### src/rtl/iecdrv_debounce.sv
// iecdrv_debounce
//   Multi-channel input conditioner for the IEC drive. Each channel passes
//   through a two-flop synchroniser and then a stability filter: o_out only
//   takes a new level after the synchronised input has differed from it for
//   STABLE consecutive clocks. Optional registered edge pulses.
//
// Parameters
//   WIDTH  - number of independent channels
//   STABLE - consecutive differing clocks required before o_out updates (1..65535)
//   INIT   - reset value of the synchroniser stages and o_out, per bit
//
// Ports
//   i_clk      - clock, all state changes on the rising edge
//   i_reset    - synchronous active-high reset
//   i_in       - asynchronous channel inputs
//   o_out      - filtered, synchronised levels
//   o_rise     - one-cycle pulse per channel when o_out goes 0->1
//   o_fall     - one-cycle pulse per channel when o_out goes 1->0
//   o_changed  - OR of all o_rise and o_fall bits
//
// Build option
//   IECDRV_DEBOUNCE_EDGE_EN - when defined, the rise/fall/changed registers
//   are built; otherwise those outputs are tied to 0.

module iecdrv_debounce #(
  parameter int               WIDTH  = 1,
  parameter int               STABLE = 2,
  parameter logic [WIDTH-1:0] INIT   = '0
) (
  input  logic             i_clk,
  input  logic             i_reset,
  input  logic [WIDTH-1:0] i_in,
  output logic [WIDTH-1:0] o_out,
  output logic [WIDTH-1:0] o_rise,
  output logic [WIDTH-1:0] o_fall,
  output logic             o_changed
);

  localparam int            CW   = (STABLE > 1) ? $clog2(STABLE) : 1;
  localparam logic [CW-1:0] TERM = CW'(STABLE - 1);

  logic [WIDTH-1:0] r_s1;
  logic [WIDTH-1:0] r_s2;
  logic [WIDTH-1:0] r_out;
  logic [CW-1:0]    r_cnt [WIDTH];

  logic [WIDTH-1:0] w_diff;
  logic [WIDTH-1:0] w_upd;

  // A channel updates on the edge where it still differs and its count has
  // already reached STABLE-1; the count therefore never exceeds TERM.
  always_comb begin
    w_diff = r_s2 ^ r_out;
    w_upd  = '0;
    for (int i = 0; i < WIDTH; i++) begin
      w_upd[i] = w_diff[i] && (r_cnt[i] == TERM);
    end
  end

  always_ff @(posedge i_clk) begin
    if (i_reset) begin
      r_s1  <= INIT;
      r_s2  <= INIT;
      r_out <= INIT;
      for (int i = 0; i < WIDTH; i++) begin
        r_cnt[i] <= '0;
      end
    end else begin
      r_s1  <= i_in;
      r_s2  <= r_s1;
      r_out <= (r_out & ~w_upd) | (r_s2 & w_upd);
      for (int i = 0; i < WIDTH; i++) begin
        if (!w_diff[i] || w_upd[i]) begin
          r_cnt[i] <= '0;
        end else begin
          r_cnt[i] <= r_cnt[i] + CW'(1);
        end
      end
    end
  end

  assign o_out = r_out;

`ifdef IECDRV_DEBOUNCE_EDGE_EN
  logic [WIDTH-1:0] r_rise;
  logic [WIDTH-1:0] r_fall;
  logic             r_changed;

  // Registered alongside r_out so a pulse lands in the cycle the new level
  // first appears on o_out.
  always_ff @(posedge i_clk) begin
    if (i_reset) begin
      r_rise    <= '0;
      r_fall    <= '0;
      r_changed <= 1'b0;
    end else begin
      r_rise    <= w_upd & r_s2;
      r_fall    <= w_upd & ~r_s2;
      r_changed <= |w_upd;
    end
  end

  assign o_rise    = r_rise;
  assign o_fall    = r_fall;
  assign o_changed = r_changed;
`else
  assign o_rise    = '0;
  assign o_fall    = '0;
  assign o_changed = 1'b0;
`endif

endmodule
### config.mk
export PLATFORM = sky130hd
export DESIGN_NAME = iecdrv_debounce
export DESIGN_NICKNAME = d
export VERILOG_FILES = /design/src/rtl/iecdrv_debounce.sv
export SDC_FILE = /design/constraint.sdc
export NUM_CORES = 1
export LEC_CHECK = 0
export CORE_AREA = 2 2 39 41
export CTS_BUF_LIST = sky130_fd_sc_hd__clkbuf_4 sky130_fd_sc_hd__clkbuf_8
export DETAILED_ROUTE_END_ITERATION = 7
export DIE_AREA = 0 0 41 43
export PLACE_DENSITY = 0.38
export REMOVE_ABC_BUFFERS = 1
export SYNTH_ARGS = -nofsm -noshare
export SYNTH_HDL_FRONTEND = slang
export SYNTH_SLANG_ARGS = --single-unit
### constraint.sdc
create_clock -name i_clk -period 1.2 [get_ports i_clk]
set_clock_uncertainty 0.2 [all_clocks]
set_input_delay 0.24 -clock i_clk [delete_from_list [all_inputs] [get_ports i_clk]]
set_output_delay 0.24 -clock i_clk [all_outputs]
set_load 0.02 [all_outputs]
==> qor.csv <==
stage;metric;value;unit
outcome;status;finished clean;
clocking;clk buf depth;2;
synth;share of the synthesized area in the top cell type;36.4;%
timing;RSZ-0062 raised after global routing;false;
cells_and_area;Post-Layout Inst Area;243;sq um
floorplanning;# rows;14;
pwr;cell-internal power;0.306;mW
setup_path;CP top delay family;flip-flops;
synth;Synthesis Warnings;0;
floorplanning;die area;1760;sq um
setup_path;Buf/Inv on CP;1;
pwr;Leakage;0.104;nW
drt;Detail Route Antenna Nets;0;
placement;Placement Setup Slack;-0.161;ns
clocking;H-tree depth;1;
placement;PortBufs;3;
setup_path;Critical Path End Type;output pin;
cells_and_area;nets@finish;27;
clocking;Worst-path clk slew;0.05;ns
clocking;CTS tree;yes;
grt;initial antenna violation count;0;
placement;placed standard-cell area;215;sq um
synth;top cells by area, synth;dfxtp_1, edfxtp_1, buf_4, nor2b_1, mux2i_1;
synth;Unique masters post-synth;9;
floorplanning;DIE HEIGHT;43;um
drt;routed len/inst;6.41;um
synth;register area share after synthesis;54.5;%
timing;Final WS setup;0.0424;ns
synth;Synth Cell Area;165;sq um
synth;Mapped Cells;15;
pwr;Clock power frac;54.6;%
cells_and_area;share of layout cells above drive strength 1;34.8;%
cells_and_area;# diodes;0;
synth;synthesized area per cell;11.0;sq um
setup_path;peak fanout along the critical path;2;
setup_path;startpoint class of the critical path;register;
drt;DRT iter0 DRCs;0;
timing;# setup viols final;0;
timing;final-report hold violation count;0;
floorplanning;IO Pins;7;
clocking;clock sinks;4;
clocking;Post-CTS Setup Inserts;0;
synth;area leader, netlist;dfxtp_1;
grt;pin count of the biggest net entering global routing;4;
setup_path;Worst EP required;0.76;ns
pwr;worst vdd ir;0.000526;V
drt;Residual DRC;0;
grt;vias in the first global route;121;
hold_path;HP Class;register to register;
run;MaxCap Viol Count;0;
placement;Cells after DPL;35;
setup_path;critical path's slowest cell;dfxtp_1;
floorplanning;Core ar.;1380;sq um
pwr;PD cells;1600;nW/um^2
pwr;Switching Fraction;21.2;%
drt;final WL;250;um
clocking;Worst-Skew Late Latency;0.24;ns
placement;DP Wirelength;182;um
grt;first-pass GRT wire length;476;um
drt;vias per cell;2.69;
drt;number of detailed-route iterations in the first pass;1;
floorplanning;Initial Util;11.9;%
pwr;Combinational Power Share;7.4;%
clocking;Clock Tree Root;clkbuf_4;
setup_path;Worst path max stage delay;0.33;ns
pwr;Sequential Power Share;38.0;%
grt;total gr overflow;0;
timing;Fmax achieved;864;MHz
floorplanning;Die Wd;41;um
placement;GPL Wtd Cong;0.555;
timing;Max Slew Vio Count;0;
timing;Tcrit/Tclk final;96.5;%
cells_and_area;most frequent cells in the layout;conb_1, clkbuf_4, dfxtp_1, buf_4;
clocking;CTS Buf Count;3;
setup_path;cell chain of the critical path;buf_4;
timing;post-layout min period;1.16;ns
cells_and_area;Non-Filler Instances;39;
pwr;Sw Pwr;0.0823;mW
timing;hold slack;0.232;ns
synth;FF+latch count, synth;4;
cells_and_area;area grow syn2layout;47.0;%
pwr;Overall Power;0.388;mW
setup_path;Data arrival, critical path;0.72;ns
setup_path;Setup Crit Path Kind;register to output pin;
grt;GRT Total Usage;4.53;%
drt;routed via count;105;
==> final cells by class <==
cell class / count / area [sq um]
Clock buffer: 4 / 30.0
Sequential cell: 4 / 90.1
Timing Repair Buffer: 5 / 42.5
Fill cell: 162 / 1140
Tap cell: 16 / 20.0
Multi-Input combinational cell: 10 / 60.1
==> stage by stage <==
step	utilization, %	TNS [ns]
finish	17.5	0
global route	17.5	0
CTS	17.4	0
detailed placement	15.6	-0.281
global placement	15.6	-0.227
floorplan	-	0
==> synthesized netlist by cell type <==
cell	instances
buf_4	3
dfxtp_1	3
nor2b_1	2
nor3_2	1
edfxtp_1	1
conb_1	2
mux2i_1	1
xnor2_1	1
nor2_1	1
==> cell families (layout without fill, tap and decap cells) <==
logic type | count (synthesis) | count (layout) | synth area share [%]
XOR/XNOR | 1 | 1 | 5.30
other | 2 | 4 | 4.55
flip-flops | 4 | 4 | 54.5
AND/OR/NAND/NOR | 4 | 4 | 15.9
multiplexers | 1 | 1 | 6.06
buffers and inverters | 3 | 9 | 13.6
==> power by group through the flow <==
| stage | clock network (mW) | registers, mW | logic (mW) |
|---|---|---|---|
| after floorplan | 0 | 0.150 | 0.0146 |
| after global placement | 0 | 0.149 | 0.0288 |
| after detailed placement | 0 | 0.150 | 0.0291 |
| after CTS | 0.223 | 0.148 | 0.0286 |
| after global routing | 0.234 | 0.148 | 0.0320 |
| final | 0.212 | 0.148 | 0.0289 |
==> repair_timing <==
action | 4_1_cts | 5_1_grt
resized for setup | 4 | 1
setup endpoints to repair | 1 | 1
hold buffers | 0 | 0
==> per-layer routing <==
| metal | GRT usage (%) | vias up | wire length, um |
|---|---|---|---|
| met1 | 4.21 | 43 | 112 |
| met2 | 5.00 | 8 | 92 |
| met4 | 2.00 | 0 | 0 |
| li1 | - | 54 | - |
| met5 | 0 | - | 0 |
| met3 | 6.81 | 0 | 46 |
==> path summary, 6_finish.rpt <==
path                    from                 end  slack [ns]  cells after the start
max                 register               o_out        0.04                      1
min          r_s1$_SDFF_PP0_     r_s2$_SDFF_PP0_        0.23                      1
max reg2reg         register  r_cnt[0]$_DFFE_PP_        0.09                      3
min reg2reg  r_s1$_SDFF_PP0_     r_s2$_SDFF_PP0_        0.23                      1
No activity file was read; power rests on OpenSTA's default activity.
